--- config.mk ---
export PLATFORM = sky130hd
export DESIGN_NAME = coherence_bus_rr
export DESIGN_NICKNAME = d
export VERILOG_FILES = /design/src/rtl/cpu_types_pkg.sv /design/src/rtl/rr_arbiter.sv /design/src/rtl/coherence_bus_rr.sv
export SDC_FILE = /design/constraint.sdc
export NUM_CORES = 1
export LEC_CHECK = 0
export ABC_AREA = 1
export BUFFER_PORTS_ARGS = -buffer_cell sky130_fd_sc_hd__buf_2
export CORE_AREA = 2 2 144 146
export DETAILED_ROUTE_END_ITERATION = 16
export DIE_AREA = 0 0 146 148
export HOLD_SLACK_MARGIN = 0.02
export SLEW_MARGIN = 0
export SYNTH_ARGS = -nofsm -noshare
export SYNTH_HDL_FRONTEND = slang
export SYNTH_SLANG_ARGS = --single-unit
--- constraint.sdc ---
create_clock -name CLK -period 2.5 [get_ports CLK]
set_input_delay 0.5 -clock CLK [delete_from_list [all_inputs] [get_ports CLK]]
set_output_delay 0.5 -clock CLK [all_outputs]
set_load 0.02 [all_outputs]
--- src/rtl/cpu_types_pkg.sv ---
// Shared types for the coherence bus: word type, bus state encoding and default port count.
package cpu_types_pkg;

    localparam int unsigned CPUS_DEFAULT   = 2;
    localparam int unsigned WORD_W_DEFAULT = 32;

    typedef logic [WORD_W_DEFAULT-1:0] word_t;

    typedef enum logic [2:0] {
        IDLE,
        ARB,
        SNOOP,
        OWNER_WB,
        MEM_RD,
        MEM_WB,
        DONE
    } bus_state_t;

endpackage

--- src/rtl/rr_arbiter.sv ---
// Round-robin picker: first requester after the last grant, wrapping modulo N.
module rr_arbiter #(
    parameter int unsigned N  = 2,
    parameter int unsigned IW = (N > 1) ? $clog2(N) : 1
) (
    input  logic [N-1:0]  req_i,
    input  logic [IW-1:0] last_i,
    output logic [N-1:0]  gnt_oh_o,
    output logic [IW-1:0] gnt_idx_o,
    output logic          valid_o
);

    always_comb begin
        logic [IW-1:0] idx;
        logic          found;
        gnt_oh_o  = '0;
        gnt_idx_o = '0;
        found     = 1'b0;
        idx       = '0;
        for (int unsigned k = 1; k <= N; k++) begin
            idx = IW'((32'(last_i) + k) % N);
            if (!found && req_i[idx]) begin
                found          = 1'b1;
                gnt_oh_o[idx]  = 1'b1;
                gnt_idx_o      = idx;
            end
        end
        valid_o = found;
    end

endmodule

--- src/rtl/coherence_bus_rr.sv ---
// Snooping coherence bus serving one cache transaction at a time with round-robin arbitration.
// Define CC_CACHE_TO_CACHE_EN to forward owner write-back data straight to the reader.
module coherence_bus_rr
    import cpu_types_pkg::*;
#(
    parameter int unsigned CPUS   = CPUS_DEFAULT,
    parameter int unsigned WORD_W = WORD_W_DEFAULT
) (
    input  logic                   CLK,
    input  logic                   RST,
    input  logic [CPUS-1:0]        dREN,
    input  logic [CPUS-1:0]        dWEN,
    input  logic [CPUS-1:0]        ccwrite,
    input  logic [CPUS-1:0]        cctrans,
    input  logic [CPUS*WORD_W-1:0] daddr,
    input  logic [CPUS*WORD_W-1:0] dstore,
    output logic [CPUS-1:0]        dwait,
    output logic [CPUS-1:0]        ccwait,
    output logic [CPUS-1:0]        ccinv,
    output logic [CPUS*WORD_W-1:0] dload,
    output logic [CPUS*WORD_W-1:0] ccsnoopaddr,
    output logic                   ramREN,
    output logic                   ramWEN,
    output logic [WORD_W-1:0]      ramaddr,
    output logic [WORD_W-1:0]      ramstore,
    input  logic [WORD_W-1:0]      ramload,
    input  logic                   ramwait
);

    localparam int unsigned IW = (CPUS > 1) ? $clog2(CPUS) : 1;

    bus_state_t        state_q, state_d;
    logic [IW-1:0]     grant_q, grant_d;
    logic [IW-1:0]     owner_q, owner_d;
    logic [IW-1:0]     last_q, last_d;
    logic [WORD_W-1:0] rdata_q, rdata_d;

    logic [CPUS-1:0]   req;
    logic [CPUS-1:0]   arb_oh;
    logic [IW-1:0]     arb_idx;
    logic              arb_valid;
    logic              snoop_hit;
    logic [IW-1:0]     snoop_idx;
    logic [WORD_W-1:0] daddr_g, dstore_g, daddr_o, dstore_o;

    assign req      = dREN | dWEN | ccwrite;
    assign daddr_g  = daddr[grant_q*WORD_W +: WORD_W];
    assign dstore_g = dstore[grant_q*WORD_W +: WORD_W];
    assign daddr_o  = daddr[owner_q*WORD_W +: WORD_W];
    assign dstore_o = dstore[owner_q*WORD_W +: WORD_W];

    rr_arbiter #(
        .N  (CPUS),
        .IW (IW)
    ) u_arb (
        .req_i     (req),
        .last_i    (last_q),
        .gnt_oh_o  (arb_oh),
        .gnt_idx_o (arb_idx),
        .valid_o   (arb_valid)
    );

    // Lowest-numbered other cache holding the line modified becomes the owner.
    always_comb begin
        snoop_hit = 1'b0;
        snoop_idx = '0;
        for (int unsigned j = 0; j < CPUS; j++) begin
            if (!snoop_hit && cctrans[j] && (IW'(j) != grant_q)) begin
                snoop_hit = 1'b1;
                snoop_idx = IW'(j);
            end
        end
    end

    always_comb begin
        state_d     = state_q;
        grant_d     = grant_q;
        owner_d     = owner_q;
        last_d      = last_q;
        rdata_d     = rdata_q;
        dwait       = '1;
        ccwait      = '0;
        ccinv       = '0;
        dload       = '0;
        ccsnoopaddr = '0;
        ramREN      = 1'b0;
        ramWEN      = 1'b0;
        ramaddr     = '0;
        ramstore    = '0;

        case (state_q)
            IDLE: begin
                if (|req) state_d = ARB;
            end
            ARB: begin
                ccwait = ~arb_oh;
                if (arb_valid) begin
                    grant_d = arb_idx;
                    if (dWEN[arb_idx] && !dREN[arb_idx] && !ccwrite[arb_idx])
                        state_d = MEM_WB;
                    else
                        state_d = SNOOP;
                end else begin
                    state_d = IDLE;
                end
            end
            default: begin
                ccwait          = '1;
                ccwait[grant_q] = 1'b0;
                // A requester that gives up mid-transaction leaves no strobe or handshake behind.
                if (!req[grant_q]) begin
                    state_d = IDLE;
                end else begin
                    case (state_q)
                        SNOOP: begin
                            ccsnoopaddr = {CPUS{daddr_g}};
                            if (snoop_hit) begin
                                owner_d = snoop_idx;
                                state_d = OWNER_WB;
                            end else if (dREN[grant_q]) begin
                                state_d = MEM_RD;
                            end else begin
                                ccinv          = '1;
                                ccinv[grant_q] = 1'b0;
                                dwait[grant_q] = 1'b0;
                                state_d        = IDLE;
                            end
                        end
                        OWNER_WB: begin
                            ramWEN   = 1'b1;
                            ramaddr  = daddr_o;
                            ramstore = dstore_o;
                            if (!ramwait) begin
                                dwait[owner_q] = 1'b0;
                                ccinv[owner_q] = ccwrite[grant_q];
                                if (dREN[grant_q]) begin
`ifdef CC_CACHE_TO_CACHE_EN
                                    dload[grant_q*WORD_W +: WORD_W] = dstore_o;
                                    dwait[grant_q]                  = 1'b0;
                                    state_d                         = IDLE;
`else
                                    state_d = MEM_RD;
`endif
                                end else begin
                                    state_d = IDLE;
                                end
                            end
                        end
                        MEM_RD: begin
                            ramREN  = 1'b1;
                            ramaddr = daddr_g;
                            if (!ramwait) begin
                                rdata_d = ramload;
                                state_d = DONE;
                            end
                        end
                        DONE: begin
                            dwait[grant_q]                  = 1'b0;
                            dload[grant_q*WORD_W +: WORD_W] = rdata_q;
                            ccinv                           = {CPUS{ccwrite[grant_q]}};
                            ccinv[grant_q]                  = 1'b0;
                            state_d                         = IDLE;
                        end
                        MEM_WB: begin
                            ramWEN   = 1'b1;
                            ramaddr  = daddr_g;
                            ramstore = dstore_g;
                            if (!ramwait) begin
                                dwait[grant_q] = 1'b0;
                                state_d        = IDLE;
                            end
                        end
                        default: state_d = IDLE;
                    endcase
                end
            end
        endcase

        if (state_d == IDLE && state_q != IDLE && state_q != ARB) last_d = grant_q;
    end

    always_ff @(posedge CLK or posedge RST) begin
        if (RST) begin
            state_q <= IDLE;
            grant_q <= '0;
            owner_q <= '0;
            last_q  <= IW'(CPUS - 1);
            rdata_q <= '0;
        end else begin
            state_q <= state_d;
            grant_q <= grant_d;
            owner_q <= owner_d;
            last_q  <= last_d;
            rdata_q <= rdata_d;
        end
    end

endmodule

==> metrics.txt, run 1 <==
clock sink count 38; DIE AREA 21,610 um^2; core footprint 20,040 um^2; worst hold slack 0.3137 ns; largest area contributor in the netlist dfrtp_1; Synth cell types 31; final setup fails 0; via count 6,514; pin count of the biggest net entering global routing 65; Layout area overhead 54.08%; Final Critical Period 2.424 ns; gr usage total 0.1661; Final Hold Viols 0; drt wl/cell 13.57 um; Nets 1,347; top-area cell type share of the netlist area 0.1940; ys flop type dfrtp_1; worst-path maximum fanout 28; share of post-route cells with drive strength above 1 0.3961; Post-synth ARST share 1.000; Final Max Tran Viols 0; Max VDD drop 0.3202 mV; GRT Residual Overflow 0; CTS Buffer Depth 2; Mapped Nets 1,016; number of flops mapped to enable cells by yosys 0; total chip power 5.114 mW; Seq/Total Area, Yosys 0.1995; synthesized instance count 842; router iterations before antenna repair 5; DIE HEIGHT 148 um; vias per cell 4.508; Ys Warns 0; critical path arrival 1.92 ns; max cap viols 0; status complete, no violations; Max Clk Rate 412.5 MHz; P_int 2.632 mW; worst-skew pair later-pin latency 0.28 ns; placed cell areas 6802 um^2; switching share of power 0.4852; P_leak 4.412 nW; Slew headroom 0.6697; CP Capture Type output port; H-tree depth 2; GP Congestion 0.8776; clk_skew 0.004398 ns; RSZ-0062 raised after global routing true; DP HPWL 15.09 mm; Comb pwr share 0.654; fin crit share 0.9697; syn avg cell area 5.669 um^2; first-pass GRT wire length 29.46 mm; top cells by area, synth dfrtp_1 (19%), nor2_1 (12%), inv_1 (12%); filler instances 2,213; PD cells 695.4 nW/um^2; IO Port Bufs 370; Clock Power Share 0.169; Initial Utilization 0.2382; Tightest Pin Transition 0.4954 ns; fin area 7355 um^2; Setup crit start kind flop; CTS tree built; Mapped Area 4773 um^2; final wirelength 19.61 mm; number of global-route vias before repair 5,799; DRC violations left 0; drt first-iter violations 319; crit path kind flop to output port; total net switching power 2.482 mW; initial antenna violation count 2; Std-Cell Rows 52; root buffer cell clkbuf_16; worst slack at placement 0.2509 ns; FF+latch count, synth 38; CP required 2.00 ns; worst min-delay path category primary input to asynchronous set/reset pin; Final WS setup 0.07571 ns; sequential share of power 0.176; Clk pin slew, worst setup/hold paths 0.06 ns; remaining antenna violation count after routing 0; total CTS buffers 5; Die Wd 146 um; # IOs 371; R2R depth 12
[cells in the final DEF, fill, tap and decap left out, types with 2 or more instances in the layout]
cell type  synthesis  layout
a21oi_1           71      71
a22oi_1           32      32
a31oi_1            3       3
buf_12             0      12
buf_16             0       2
buf_2             25     367
buf_4             37      29
buf_6              3       2
bufinv_16          0       2
clkbuf_16          0       9
dfrtp_1           37      35
dfrtp_2            0       2
ha_1               3       2
inv_1            148     146
inv_2              8       7
inv_4              0       2
nand2_1          131     130
nand2_2            1       2
nand3_1            9       9
nand3_4            2       2
nand4_1            3       3
nor2_1           152     150
nor2_2             2       3
nor2_4             1       2
nor3_1            66      52
nor3_2             1      15
o211ai_1          32      32
o21ai_0           40      38
o21ai_1            0       2
o31ai_1            2       2
[registers in the layout, summed over array words and instances, names as in the netlist]
| name | count |
|---|---|
| rdata_q | 32 |
| state_q | 3 |
| grant_q | 1 |
| last_q | 1 |
| owner_q | 1 |
[stage by stage]
step,TNS (ns),cells,utilization
2_1_floorplan,0,842,-
3_3_place_gp,0,1420,0.3394
3_5_place_dp,0,1420,0.3394
4_1_cts,0,1433,0.3526
5_1_grt,-0.0006177,1444,0.3669
6_report,0,1445,0.3670
[kinds of logic after synthesis]
kind of cell,after synthesis,share of synthesized area
simple gates,369,0.3232
flops,38,0.1995
fa+ha+maj,3,0.007865
compound gates,184,0.2341
buf+inv,248,0.2354
[layer usage]
metal | share of wire | up-vias | global-route usage
li1 | - | 3304 | -
met1 | 0.43 | 2890 | 0.2087
met2 | 0.47 | 282 | 0.2840
met3 | 0.077 | 36 | 0.03426
met4 | 0.027 | 2 | 0.05680
met5 | 0.00051 | - | 0
[area by class of cell]
type,count,area (um^2),share of cell area
Timing Repair Buffer,416,2472,0.3362
Sequential cell,38,954.7,0.1298
Antenna cell,1,2.502,0.0003403
Multi-Input combinational cell,556,2793,0.3797
Inverter,156,595.6,0.08098
Tap cell,270,337.8,0.04593
Clock inverter,2,60.06,0.008166
Clock buffer,6,138.9,0.01888
[worst max-delay path, stage by stage, from the launching register on]
cell and delay [ns]:
dfrtp_2 0.45, buf_4 0.20, clkbuf_16 0.20, o21ai_0 0.24
a22oi_1 0.12, nor2_1 0.21, buf_2 0.21
[path summary, 6_finish.rpt]
| path | startpoint | end | slack [ns] |
|---|---|---|---|
| max in group asynchronous | RST | state_q[0] | 1.81 |
| hold / removal | RST | rdata_q[10] | 0.31 |
| hold reg to reg | last_q | last_q | 0.47 |
| min in group CLK | ramload[16] | rdata_q[16] | 0.46 |
| setup / recovery | grant_q | ramaddr[22] | 0.08 |
| setup reg to reg | grant_q | last_q | 0.64 |
[what timing repair did]
action / in CTS / in global routing
hold buffers: 0 / 0
resized for setup: 4 / 32
pin swaps: 1 / 1
setup buffers: 4 / 7
setup endpoints to repair: 76 / 118
cloned: 1 / 4
[cells in the mapped netlist, drive strengths merged (11+ instances only)]
cell    instances
buf            74
clkbuf         18
dfrtp          37
nand3          11
nand2         133
a21oi          72
o21ai          41
a22oi          32
nor2          155
o211ai         32
inv           156
nor3           67
[power groups by stage]
stage	combinational, mW	sequential (mW)	clock, mW
after floorplan	2.11	0.870	0
after global placement	2.97	0.918	0
after detailed placement	3.00	0.921	0
after CTS	3.08	0.899	0.890
after global routing	3.71	0.925	0.922
final	3.35	0.902	0.866
No activity file was read; power rests on OpenSTA's default activity.
==> run 2, diff against run 1 <==
- SLEW_MARGIN: 0 -> 20
- clock period: 2.5 -> 2.7 ns (I/O delays scaled with it)
==> metrics.txt, run 2 (synthesis gave the netlist of run 1 again) <==
placed cell areas 6649 um^2; Max VDD drop 0.3356 mV; max reg flops 32; initial antenna violation count 2; drt wl/cell 13.14 um; clk_skew 0.006142 ns; # IOs 371; Final Util 0.3442; R2R depth 11; Slew headroom 0.6565; drt first-iter violations 371; core footprint 20,040 um^2; H-tree depth 2; remaining antenna violation count after routing 0; total chip power 4.306 mW; CP startpoint grant_q; Std-Cell Rows 52; worst min-delay path category primary input to asynchronous set/reset pin; Setup crit start kind flop; GP Congestion 0.8691; Top Registers rdata_q x32, state_q x3; DRC violations left 0; filler instances 2,240; number of global-route vias before repair 5,581; clock sink count 38; worst slack at placement 0.3010 ns; share of post-route cells with drive strength above 1 0.3673; Layout area overhead 44.51%; worst-skew pair later-pin latency 0.28 ns; DIE AREA 21,610 um^2; Clk pin slew, worst setup/hold paths 0.06 ns; RSZ-0062 raised after global routing true; CTS tree built; via count 6,345; CTS Buffer Depth 2; PD cells 624.3 nW/um^2; GRT Residual Overflow 0; commonest non-fill, non-tap cell in the layout buf_2; placed cell count 1,408; crit path kind flop to output port; worst hold slack 0.3634 ns; root buffer cell clkbuf_16; P_leak 4.222 nW; status complete, no violations; IO Port Bufs 370; total CTS buffers 5; max cap viols 0; Top reg by flops rdata_q; R2R Path End last_q; router iterations before antenna repair 5; Final Critical Period 2.549 ns; Final WS setup 0.1512 ns; pin count of the biggest net entering global routing 79; DIE HEIGHT 148 um; # hold bufs at CTS 0; CP Capture Type output port; fin area 6898 um^2; DP HPWL 14.78 mm; worst-path maximum fanout 78; final wirelength 18.66 mm; critical path arrival 2.01 ns; reg2reg start grant_q; fin crit share 0.9440; Tightest Pin Transition 0.5153 ns; Max Clk Rate 392.3 MHz; commonest non-fill, non-tap cells in the layout buf_2 (370), nor2_1 (151), inv_1 (147); Final Hold Viols 0; Die Wd 146 um; Setup crit end ccsnoopaddr[42]; vias per cell 4.468; setup TNS 0 ns; final setup fails 0; CP required 2.16 ns; gr usage total 0.1619; Layout Cells excl Fill 1,420; Final Max Tran Viols 0; Nets 1,322; first-pass GRT wire length 29.00 mm; r2r setup slk 0.68 ns; Initial Utilization 0.2382
[run 2: layout make-up]
cell class	instances	area, um^2	share of cell area
antenna	1	2.502	0.0003628
clock buffer	6	138.9	0.02013
clock inverter	2	60.06	0.008707
inverter	156	590.6	0.08562
multi-input combinational	556	2700	0.3914
sequential	38	954.7	0.1384
tap	270	337.8	0.04898
timing repair buffer	391	2113	0.3064
[run 2: worst min-delay path by stage]
stage,startpoint,to,depth (start not counted)
after CTS,RST,rdata_q[10],3
after global routing,RST,rdata_q[10],3
after floorplan,last_q,last_q,2
final,RST,rdata_q[10],3
after detailed placement,last_q,last_q,2
after global placement,last_q,last_q,2
[run 2: worst max-delay path, cell delays in order (launching register included)]
cell	delay, ns
dfrtp_2	0.49
inv_4	0.10
nor2_2	0.16
nand2_1	0.11
nand3_4	0.19
buf_12	0.30
nor2_1	0.13
buf_2	0.18
[run 2: repair_timing]
item,in CTS,in global routing
setup endpoints to repair,2,94
pin swaps,0,1
resized for setup,1,8
setup buffers,0,3
[run 2: metal layers]
layer | part of all wire | up-vias | track usage
met1 | 0.44 | 2773 | 0.2156
met3 | 0.081 | 29 | 0.02901
met2 | 0.45 | 292 | 0.2689
li1 | - | 3249 | -
met5 | 0.00070 | - | 0
met4 | 0.025 | 2 | 0.04709
[run 2: power by group]
group / internal [mW] / leakage [nW] / switching (mW) / total, mW
Combinational: 0.845 / 3.76 / 1.81 / 2.66
Sequential: 0.744 / 0.360 / 0.103 / 0.847
Clock: 0.555 / 0.0971 / 0.245 / 0.800
==> run 3, diff against run 2 <==
- RECOVER_POWER: default -> 25
==> metrics.txt, run 3 (synthesis gave the netlist of run 1 again) <==
# IOs 371; first-pass GRT wire length 29.00 mm; GP Congestion 0.8691; commonest non-fill, non-tap cell in the layout buf_2; drt wl/cell 13.15 um; final wirelength 18.68 mm; Max VDD drop 0.3356 mV; RSZ-0062 raised after global routing true; CP Capture Type output port; initial antenna violation count 2; drt first-iter violations 370; total chip power 4.305 mW; DIE AREA 21,610 um^2; FF+latch area 954.7 um^2; placed cell count 1,408; # hold bufs at CTS 0; Clk pin slew, worst setup/hold paths 0.06 ns; fin crit share 0.9419; DRC violations left 0; Final Max Tran Viols 0; Setup crit start kind flop; Final Critical Period 2.543 ns; Std-Cell Rows 52; clk_skew 0.006096 ns; total CTS buffers 5; filler instances 2,239; clock sink count 38; DIE HEIGHT 148 um; core footprint 20,040 um^2; Nets 1,322; Final WS setup 0.1570 ns; final setup fails 0; number of global-route vias before repair 5,581; root buffer cell clkbuf_16; Final Util 0.3438; Initial Utilization 0.2382; max cap viols 0; crit path kind flop to output port; status complete, no violations; setup TNS 0 ns; via count 6,337; Layout area overhead 44.33%; Multi-input gate area 2695 um^2; PD cells 625.0 nW/um^2; worst min-delay path category flop to flop; worst-path maximum fanout 78; IO Port Bufs 370; CTS tree built; H-tree depth 2; DP HPWL 14.78 mm; Die Wd 146 um; worst slack at placement 0.3010 ns; commonest non-fill, non-tap cells in the layout buf_2 (369), nor2_1 (151), inv_1 (147); Final Hold Viols 0; gr usage total 0.1619; pin count of the biggest net entering global routing 79; Top reg by flops rdata_q; vias per cell 4.463; CTS Buffer Depth 2; remaining antenna violation count after routing 0; worst-skew pair later-pin latency 0.28 ns; max reg flops 32; Slew headroom 0.3358; Tightest Pin Transition 0.9963 ns; Layout Cells excl Fill 1,420; Max Clk Rate 393.2 MHz; GRT Residual Overflow 0; critical path arrival 2.00 ns; CP required 2.16 ns; router iterations before antenna repair 5; share of post-route cells with drive strength above 1 0.3664; P_leak 4.206 nW; Top Registers rdata_q x32, state_q x3
-- run 3: final cells by class --
type,instances,share of cell area
diodes,1,0.0003632
clock buffers,6,0.02016
clock inverters,2,0.008718
flip-flops and latches,38,0.1386
inverters,156,0.08572
multi-input cells,556,0.3912
repair buffers,391,0.3062
well taps,270,0.04904
-- run 3: what timing repair did --
item | 4_1_cts | 5_1_grt
gates cloned | 0 | 0
setup buffers | 0 | 3
gates resized for setup | 1 | 8
pin swaps | 0 | 1
endpoints found under the setup margin | 2 | 94
-- run 3: critical path, stage by stage (launching register included) --
cell and delay, ns:
dfrtp_2 0.49, inv_4 0.10, nor2_2 0.16, nand2_1 0.11
nand3_4 0.19, buf_12 0.30, nor2_1 0.13, buf_2 0.18
-- run 3: final timing paths --
check	slack, ns	cells past startpoint	to	from
setup / recovery	0.16	7	ccsnoopaddr[42]	grant_q
hold / removal	0.47	2	last_q	last_q
setup reg to reg	0.53	9	rdata_q[8]	grant_q
hold reg to reg	0.47	2	last_q	last_q
max in group asynchronous	1.47	3	grant_q	RST
min in group asynchronous	0.55	3	rdata_q[10]	RST
-- run 3: through the flow --
stage,cell area [um^2],hold slack [ns]
after CTS,6852,0.3905
after global placement,6649,0.4562
final,6889,0.4666
after global routing,6887,0.4873
after detailed placement,6649,0.4612
after floorplan,4773,0.4426
-- run 3: power by group --
| part | total, mW | switching, mW | internal (mW) |
|---|---|---|---|
| clock | 0.800 | 0.244 | 0.555 |
| sequential | 0.848 | 0.103 | 0.745 |
| combinational | 2.66 | 1.81 | 0.843 |
-- run 3: layer usage --
metal | vias up | routed length, um | track usage | share of wire
met2 | 287 | 8384 | 0.2689 | 0.45
met5 | - | 13 | 0 | 0.00070
met4 | 2 | 482 | 0.04709 | 0.026
li1 | 3250 | - | - | -
met1 | 2765 | 8318 | 0.2156 | 0.45
met3 | 33 | 1476 | 0.02901 | 0.079
